[config.mk]
export PLATFORM = sky130hd
export DESIGN_NAME = pc_flag_unit
export DESIGN_NICKNAME = d
export VERILOG_FILES = /design/src/rtl/pc_flag_unit.sv
export SDC_FILE = /design/constraint.sdc
export NUM_CORES = 1
export LEC_CHECK = 0
export ABC_CLOCK_PERIOD_IN_PS = 10700
export CORE_MARGIN = 2
export CORE_UTILIZATION = 48
export DETAILED_ROUTE_END_ITERATION = 10
export PLACE_DENSITY = 0.86
export SYNTH_ARGS = -nofsm -noshare
export SYNTH_HDL_FRONTEND = slang
export SYNTH_SLANG_ARGS = --single-unit
[constraint.sdc]
create_clock -name clk -period 10.7 [get_ports clk]
set_clock_uncertainty 0.15 [all_clocks]
set_input_delay 2.14 -clock clk [delete_from_list [all_inputs] [get_ports clk]]
set_output_delay 2.14 -clock clk [all_outputs]
set_load 0.005 [all_outputs]
[src/rtl/pc_flag_unit.sv]
// PC, N/Z/V flag register, halt FSM and retired-instruction counter behind the decoder.
// Applies decoder outputs on each retiring edge; stalls and HALT freeze all state.
module pc_flag_unit #(
    parameter int                    PC_WIDTH  = 16,
    parameter logic [PC_WIDTH-1:0]   RESET_PC  = '0,
    parameter int                    CNT_WIDTH = 16
) (
    input  logic                 clk,
    input  logic                 rst_n,
    input  logic                 stall,
    input  logic                 pc_write,
    input  logic                 branch,
    input  logic                 br_reg,
    input  logic [8:0]           imm9,
    input  logic [PC_WIDTH-1:0]  rs_data,
    input  logic                 set_n,
    input  logic                 set_z,
    input  logic                 set_v,
    input  logic [PC_WIDTH-1:0]  alu_result,
    input  logic                 alu_ovfl,
    output logic [PC_WIDTH-1:0]  pc,
    output logic [PC_WIDTH-1:0]  pc_plus2,
    output logic                 flag_n,
    output logic                 flag_z,
    output logic                 flag_v,
    output logic                 halted,
    output logic [CNT_WIDTH-1:0] retired_cnt
);

    typedef enum logic {RUN, HALT} state_t;

    typedef struct packed {
        logic n;
        logic z;
        logic v;
    } flags_t;

    state_t              state_q, state_d;
    flags_t              flags_q, flags_d;
    logic [PC_WIDTH-1:0] pc_q, pc_d;
    logic [PC_WIDTH-1:0] imm_ext, br_off;
    logic                retire;
    logic                cnt_sat;

    assign retire   = (state_q == RUN) && !stall;
    assign pc_plus2 = pc_q + PC_WIDTH'(2);
    assign imm_ext  = {{(PC_WIDTH-9){imm9[8]}}, imm9};
    assign br_off   = imm_ext << 1;
    assign cnt_sat  = &retired_cnt;

    // Next-state: nothing moves unless the instruction actually retires.
    always_comb begin
        state_d = state_q;
        pc_d    = pc_q;
        flags_d = flags_q;
        if (retire) begin
            if (!pc_write) begin
                state_d = HALT;
            end else begin
                // br_reg outranks branch if the decoder ever raises both.
                if (br_reg)
                    pc_d = rs_data;
                else if (branch)
                    pc_d = pc_plus2 + br_off;
                else
                    pc_d = pc_plus2;
                if (set_n) flags_d.n = alu_result[PC_WIDTH-1];
                if (set_z) flags_d.z = (alu_result == '0);
                if (set_v) flags_d.v = alu_ovfl;
            end
        end
    end

    always_ff @(posedge clk or negedge rst_n) begin
        if (!rst_n) begin
            state_q     <= RUN;
            pc_q        <= RESET_PC;
            flags_q     <= '0;
            halted      <= 1'b0;
            retired_cnt <= '0;
        end else begin
            state_q <= state_d;
            pc_q    <= pc_d;
            flags_q <= flags_d;
            halted  <= (state_d == HALT);
            if (retire && !cnt_sat)
                retired_cnt <= retired_cnt + CNT_WIDTH'(1);
        end
    end

    assign pc     = pc_q;
    assign flag_n = flags_q.n;
    assign flag_z = flags_q.z;
    assign flag_v = flags_q.v;

endmodule

==> key figures, run 1 <==
Logic synthesis
  • Register area share after synthesis: 0.328
  • Asr flop ratio synth: 1.00
  • Synth Area in Compound Gates: 0.177
  • Adder-Cell Fraction of Synth Area: 0.0938
  • Warnings from Yosys: 0
  • Post-Synth Simple-Gate Area: 0.217
  • Largest area contributor in the netlist: dfrtp_1
  • Synth cell count leaders: nand2_1, dfrtp_1, nor2_1
  • EDFF count, synth: 0
  • Largest family of logic cells by synthesized area: simple AND/OR/NAND/NOR gates
  • Mux contribution to synthesized area: 0.0273
  • #FFs+latches synth: 36
  • Xor/xnor share of the synthesized area: 0.124
  • Most frequent cell after synthesis: nand2_1
  • Syn_area_per_cell: around 8.6 sq um
  • Top cell type's share of synthesized area: 0.328
  • Cells after Synth: 320
  • Largest cells by area after synthesis: dfrtp_1, ha_1, xor2_1
  • Post-Syn Area: ~2700 sq um
  • Top FF cell, synth: dfrtp_1
  • Synthesized netlist net count: approximately 390
  • Unique masters post-synth: 49

Worst setup path
  • Worst-path fanout max: 7
  • Worst path slowest cell: or4_1
  • Setup slack, reg-to-reg: between 6000 and 7000 ps
  • CP bufs+invs: 1
  • Slowest cell delay on critical path: about 650 ps
  • Critical path depth: 5
  • R2R Path End: pc[15]$_DFFE_PN0P_
  • Critical path type: register to primary output
  • CP Capture Point: pc_plus2[12]
  • Worst-path cell chain: nand3_1 > or4_1 > nor2_1 > xor2_1 > clkdlybuf4s50_1
  • Critical path's top delay family: simple AND/OR/NAND/NOR gates
  • Worst r2r src: pc[1]$_DFFE_PN0P_
  • Critical Path End Type: primary output
  • Worst Reg-to-Reg Cells: 12
  • Worst Path Required: 8410 ps
  • Beginning of the critical path: pc[1]$_DFFE_PN0P_
  • Setup crit start kind: register
  • Worst path arrival time: roughly 2700 ps

Global routing
  • First-pass GRT wire length: between 10000 and 15000 um
  • Gr usage total: 0.247
  • Pin count of the biggest net entering global routing: 37
  • Vias in the first global route: 2645
  • Total congestion overflow: 0
  • Initial antenna violation count: 0

CTS
  • Sink Count: 36
  • Max Buffers Root-to-Sink: 2
  • Clock slew at reported path FFs: 70 ps
  • H-tree Lvls: 2
  • Later-pin clock latency in the skew report: 290 ps
  • CTS hold repair buffers: 0
  • TritonCTS clock tree: done
  • Root buffer cell: clkbuf_8
  • Post-CTS sizing: 0
  • CTS Buf Count: 5
  • Setup bufs post-CTS: 0

Final layout
  • Nets: slightly below 500
  • Final Instance Area: 3920 sq um
  • Total inserted antenna cells: 0
  • Share of layout cells above drive strength 1: 0.0499
  • Area delta synth->final: 42.5%

Floorplan
  • Die Footprint: 6350 sq um
  • Die width: approximately 80 um
  • Row count: 27
  • Core area: approximately 5500 sq um
  • Die Span Y: 79.7 um
  • Io pins: 103
  • Starting Density: 0.499

Drt
  • Wire per inst: ~16 um
  • Number of iterations in the first detailed-routing pass: 5
  • Post-route DRC: 0
  • Vias per cell: 5.71
  • Antenna Nets Post-Route: 0
  • First DRT Iteration DRCs: 141
  • Wirelength, routed: 7720 um
  • Via Count: around 2800

Timing
  • Sum Neg Setup Slack: 0 ps
  • Fmax: ~200 MHz
  • Max_slew headroom: 0.530
  • Unrepaired setup endpoints after global routing: no
  • Tmin final: between 4000 and 5000 ps
  • Final hold violations: 0
  • Max-slew violation count: 0
  • Final period util: 0.465
  • Setup violations, final: 0
  • Slew of the pin with the lowest slew margin: 703 ps

Place
  • I/O Buffers: 102
  • Detail Placement HPWL: 5980 um
  • Placed inst area: roughly 3800 sq um
  • GP Congestion: around 0.90

Run status
  • Outcome: complete, no violations

Worst hold path
  • Hold crit path type: register to register
  • HP Start: retired_cnt[4]$_DFFE_PN0P_
  • WHS Path Cells: 1

Power and ir drop
  • Sw Share: 0.365
  • Power share of the clock group: 0.185
  • Comb pwr share: 0.486
  • Net switching power: between 150 and 200 uW
  • Sequential power share: 0.330
  • Power density cells: roughly 140 nW/um^2
  • Worst VDD drop: 0.102 mV
  • P_leak: 0.00166 uW
  • Cell-internal power: roughly 350 uW

Job
  • Max-Cap Viols: 0
==> routing by layer <==
metal,share of wire,track usage,vias up
li1,-,-,1348
met1,0.43,0.317,1334
met2,0.48,0.430,129
met3,0.072,0.0396,6
met4,0.0088,0.0672,0
met5,0,0,-
==> per-stage QoR <==
| step | utilization | setup WS, ps | hold WS, ps | cells | power (uW) |
|---|---|---|---|---|---|
| after floorplan | - | 6380 | 320 | 320 | 322 |
| after global placement | 0.695 | 5670 | 313 | 485 | 439 |
| after detailed placement | 0.695 | 5560 | 330 | 485 | 443 |
| after CTS | 0.711 | 5710 | 346 | 493 | 546 |
| after global routing | 0.711 | 5480 | 356 | 493 | 581 |
| final | 0.711 | 5720 | 344 | 493 | 544 |
==> power by group through the flow <==
stage	clock network (uW)	logic (uW)	registers, uW
finish	101	264	179
global route	107	292	182
CTS	103	264	179
detailed placement	0	261	181
global placement	0	258	181
floorplan	0	144	178
==> how the worst min path moves through the flow <==
| stage | to |
|---|---|
| 3_5_place_dp | retired_cnt[4]$_DFFE_PN0P_ |
| 3_3_place_gp | flag_z$_DFFE_PN0P_ |
| 2_1_floorplan | flag_z$_DFFE_PN0P_ |
| 4_1_cts | retired_cnt[4]$_DFFE_PN0P_ |
| 5_1_grt | retired_cnt[4]$_DFFE_PN0P_ |
| 6_report | retired_cnt[4]$_DFFE_PN0P_ |
==> cell usage in the layout, fill, tap and decap left out, drive strengths merged, types with 4 or more instances in the layout <==
master,count
nand2,39
nand3,14
clkbuf,6
inv,13
xnor2,19
a21oi,23
nand4,8
o21ai,17
ha,19
nor2,25
nor4,6
and3,5
clkdlybuf4s50,102
mux2,4
nor3,8
or3,4
o21a,5
xor2,20
o211ai,4
dfrtp,36
o22ai,5
==> sequential cells by signal, summed over array words and instances, names as in the netlist <==
register	flops
state_q	1
retired_cnt	16
pc	16
flag_z	1
flag_n	1
flag_v	1
==> logic make-up after synthesis <==
kind of cell | Yosys count
multiplexers | 7
flip-flops | 36
adder cells (fa/ha/maj) | 20
XOR/XNOR | 39
buffers and inverters | 23
AND/OR/NAND/NOR | 121
AO/OA/AOI/OAI | 74
==> final cells by class <==
class / count / area (sq um)
clock buffers: 6 / 82.6
clock inverters: 2 / 10.0
fillers: 436 / 1590
inverters: 13 / 48.8
multi-input cells: 261 / 1760
flip-flops and latches: 36 / 901
well taps: 72 / 90.1
repair buffers: 103 / 1030
(Power assumes the default switching activity.)
==> run 2: changes to the inputs <==
==> config.mk (replaced) <==
export PLATFORM = sky130hd
export DESIGN_NAME = pc_flag_unit
export DESIGN_NICKNAME = d
export VERILOG_FILES = /design/src/rtl/pc_flag_unit.sv
export SDC_FILE = /design/constraint.sdc
export NUM_CORES = 1
export LEC_CHECK = 0
export ABC_CLOCK_PERIOD_IN_PS = 4900
export CORE_MARGIN = 2
export CORE_UTILIZATION = 45
export DETAILED_ROUTE_END_ITERATION = 10
export PLACE_DENSITY = 0.81
export SYNTH_ARGS = -nofsm -noshare
export SYNTH_HDL_FRONTEND = slang
export SYNTH_SLANG_ARGS = --single-unit
==> constraint.sdc (replaced) <==
create_clock -name clk -period 4.9 [get_ports clk]
set_clock_uncertainty 0.15 [all_clocks]
set_input_delay 0.98 -clock clk [delete_from_list [all_inputs] [get_ports clk]]
set_output_delay 0.98 -clock clk [all_outputs]
set_load 0.005 [all_outputs]
==> run 2 against run 1 <==
Compared with the run above: sequential cell count stayed put; global-route usage is 0.65 points lower; cell count increased by 0.41%; design area is 0.26% higher; worst hold slack gained 6.1 ps; critical path type is now register to register; critical endpoint is now pc[15]$_DFFE_PN0P_; largest cell class unchanged.
==> key figures, run 2 (synthesis results as in run 1) <==
Run status
  • Outcome: complete, no violations (unchanged)

Drt
  • Number of iterations in the first detailed-routing pass: 5 (unchanged)
  • Via Count: 2830 (was 2817)
  • Antenna Nets Post-Route: 0 (unchanged)
  • Wire per inst: 16.1 um (was 15.7 um)
  • Vias per cell: 5.72 (was 5.71)
  • Wirelength, routed: 7950 um (was 7720 um)
  • Post-route DRC: 0 (unchanged)
  • First DRT Iteration DRCs: 283 (was 141)

Timing
  • Slew of the pin with the lowest slew margin: 793 ps (was 703 ps)
  • Fmax: 255 MHz
  • Tmin final: roughly 4000 ps
  • Sum Neg Setup Slack: 0 ps (unchanged)
  • Max_slew headroom: 0.471 (was 0.530)
  • Setup violations, final: 0 (unchanged)
  • Final period util: 0.799
  • Max-slew violation count: 0 (unchanged)
  • Final hold violations: 0 (unchanged)
  • Unrepaired setup endpoints after global routing: no (unchanged)
  • Final worst slack: 984 ps (was 5720 ps)

Power and ir drop
  • Power density cells: 315 nW/um^2 (was 139 nW/um^2)
  • Worst VDD drop: 0.202 mV (was 0.102 mV)
  • P_leak: 0.00166 uW (about the same)

Floorplan
  • Row count: 28 (was 27)
  • Io pins: 103 (unchanged)
  • Die width: 82.2 um (was 79.7 um)
  • Starting Density: 0.464 (was 0.499)
  • Die Span Y: 82.2 um (was 79.7 um)
  • Core area: 5920 sq um (was 5510 sq um)
  • Die Footprint: 6750 sq um (was 6350 sq um)

Global routing
  • Vias in the first global route: 2670 (was 2645)
  • Total congestion overflow: 0 (unchanged)
  • Pin count of the biggest net entering global routing: 37 (unchanged)
  • Gr usage total: 0.241 (was 0.247)
  • Initial antenna violation count: 0 (unchanged)
  • First-pass GRT wire length: 12600 um (was 12400 um)

Worst setup path
  • Critical path's top delay family: simple AND/OR/NAND/NOR gates (unchanged)
  • Setup slack, reg-to-reg: 980 ps (was 6640 ps)
  • Worst r2r src: pc[1]$_DFFE_PN0P_ (unchanged)
  • Worst-path fanout max: 7 (unchanged)
  • Slowest cell delay on critical path: 610 ps (was 650 ps)
  • Critical path type: register to register (was register to primary output)
  • Worst path arrival time: 4000 ps (was 2690 ps)
  • Setup crit start kind: register (unchanged)
  • R2R Path End: pc[15]$_DFFE_PN0P_ (unchanged)
  • CP bufs+invs: 0 (was 1)
  • Worst Path Required: 4980 ps (was 8410 ps)
  • Worst path slowest cell: or4_1 (unchanged)
  • Worst Reg-to-Reg Cells: 12 (unchanged)
  • Worst-path cell chain: nand3_1 > or4_1 > nor2_1 > xor2_1 > ha_1 > a2111oi_0 > nand2_1 > o22ai_1 > o41ai_4 > xnor2_1 > or4b_1 > nand3_1 (was nand3_1 > or4_1 > nor2_1 > xor2_1 > clkdlybuf4s50_1)
  • Critical Path End Type: register (was primary output)
  • Critical path's most frequent cell: nand3_1

Final layout
  • Area of the multi-input gates: 1760 sq um (unchanged)
  • Total inserted antenna cells: 0 (unchanged)
  • Commonest cells after routing, fill and taps aside: clkdlybuf4s50_1, nand2_1, dfrtp_1 (unchanged)
  • Nets: 490 (was 491)
  • Fill cells: 504 (was 436)
  • Commonest non-fill, non-tap cell in the layout: clkdlybuf4s50_1 (unchanged)
  • Register area: 901 sq um (unchanged)
  • Area delta synth->final: 42.9% (was 42.5%)
  • Share of layout cells above drive strength 1: 0.0500 (was 0.0499)

CTS
  • Max Buffers Root-to-Sink: 2 (unchanged)
  • Sink Count: 36 (unchanged)
  • Setup bufs post-CTS: 0 (unchanged)
  • CTS hold repair buffers: 0 (unchanged)
  • Later-pin clock latency in the skew report: 290 ps (about the same)
  • H-tree Lvls: 2 (unchanged)
  • TritonCTS clock tree: done (unchanged)
  • CTS Buf Count: 5 (unchanged)
  • Post-CTS sizing: 0 (unchanged)
  • Root buffer cell: clkbuf_8 (unchanged)
  • Clock slew at reported path FFs: 80 ps (was 70 ps)

Place
  • Detail Placement HPWL: 6140 um (was 5980 um)
  • GP Congestion: 0.959 (was 0.903)
  • Pre-CTS WS: 1010 ps (was 5560 ps)
  • I/O Buffers: 102 (unchanged)

Worst hold path
  • HP Start: flag_z$_DFFE_PN0P_ (was retired_cnt[4]$_DFFE_PN0P_)
  • Hold crit path type: register to register (unchanged)
  • Worst Hold End: flag_z$_DFFE_PN0P_ (was retired_cnt[4]$_DFFE_PN0P_)
  • WHS Path Cells: 2 (was 1)

Job
  • Max-Cap Viols: 0 (unchanged)
run 2: changes by cell type in the layout (fill, tap and decap cells not counted), sizes merged:
| cell | before | now |
|---|---|---|
| bufinv | 0 | 1 |
| clkinv | 2 | 1 |
| clkdlybuf4s50 | 102 | 101 |
| clkinvlp | 0 | 1 |
| clkbuf | 6 | 5 |
run 2: how the worst max path moves through the flow:
stage | startpoint | end | slack (ps) | cells past startpoint
finish | pc[1]$_DFFE_PN0P_ | pc[15]$_DFFE_PN0P_ | 980 | 12
global route | pc[1]$_DFFE_PN0P_ | pc[15]$_DFFE_PN0P_ | 680 | 13
CTS | pc[1]$_DFFE_PN0P_ | pc[15]$_DFFE_PN0P_ | 1060 | 12
detailed placement | imm9[8] | pc[15]$_DFFE_PN0P_ | 1010 | 9
global placement | imm9[8] | pc[15]$_DFFE_PN0P_ | 1080 | 9
floorplan | pc[1]$_DFFE_PN0P_ | pc[15]$_DFFE_PN0P_ | 1330 | 13
run 2: cell type report:
type	count	area share
multi-input combinational	261	0.447
timing repair buffer	102	0.259
sequential	36	0.229
tap	75	0.0239
clock buffer	5	0.0175
inverter	13	0.0124
clock inverter	3	0.0108
run 2: worst register-to-register path: stages, from the launching register on:
cell and delay (ps):
dfrtp_1 450, nand3_1 200, or4_1 610, nor2_1 180
xor2_1 270, ha_1 370, a2111oi_0 410, nand2_1 110
o22ai_1 220, o41ai_4 130, xnor2_1 160, or4b_1 500
nand3_1 100
run 2: power breakdown:
part	internal (uW)	leakage [uW]	switching [uW]	total, uW
logic	306	0.00114	278	584
registers	337	0.000458	53.0	390
clock network	151	0.0000541	114	265
run 2: metal layers:
metal	track usage	up-vias	wire, um
met3	0.0457	17	633
met2	0.416	130	3900
li1	-	1350	-
met4	0.0583	0	132
met5	0	-	0
met1	0.311	1333	3280
run 2: per-stage QoR:
stage,cell area (sq um),power [uW],util,hold slack (ps),cells
3_5_place_dp,3820,970,0.645,339,487
5_1_grt,3930,1320,0.663,375,495
3_3_place_gp,3820,953,0.645,316,487
2_1_floorplan,2750,703,-,320,320
4_1_cts,3930,1240,0.663,355,495
6_report,3930,1240,0.663,350,495
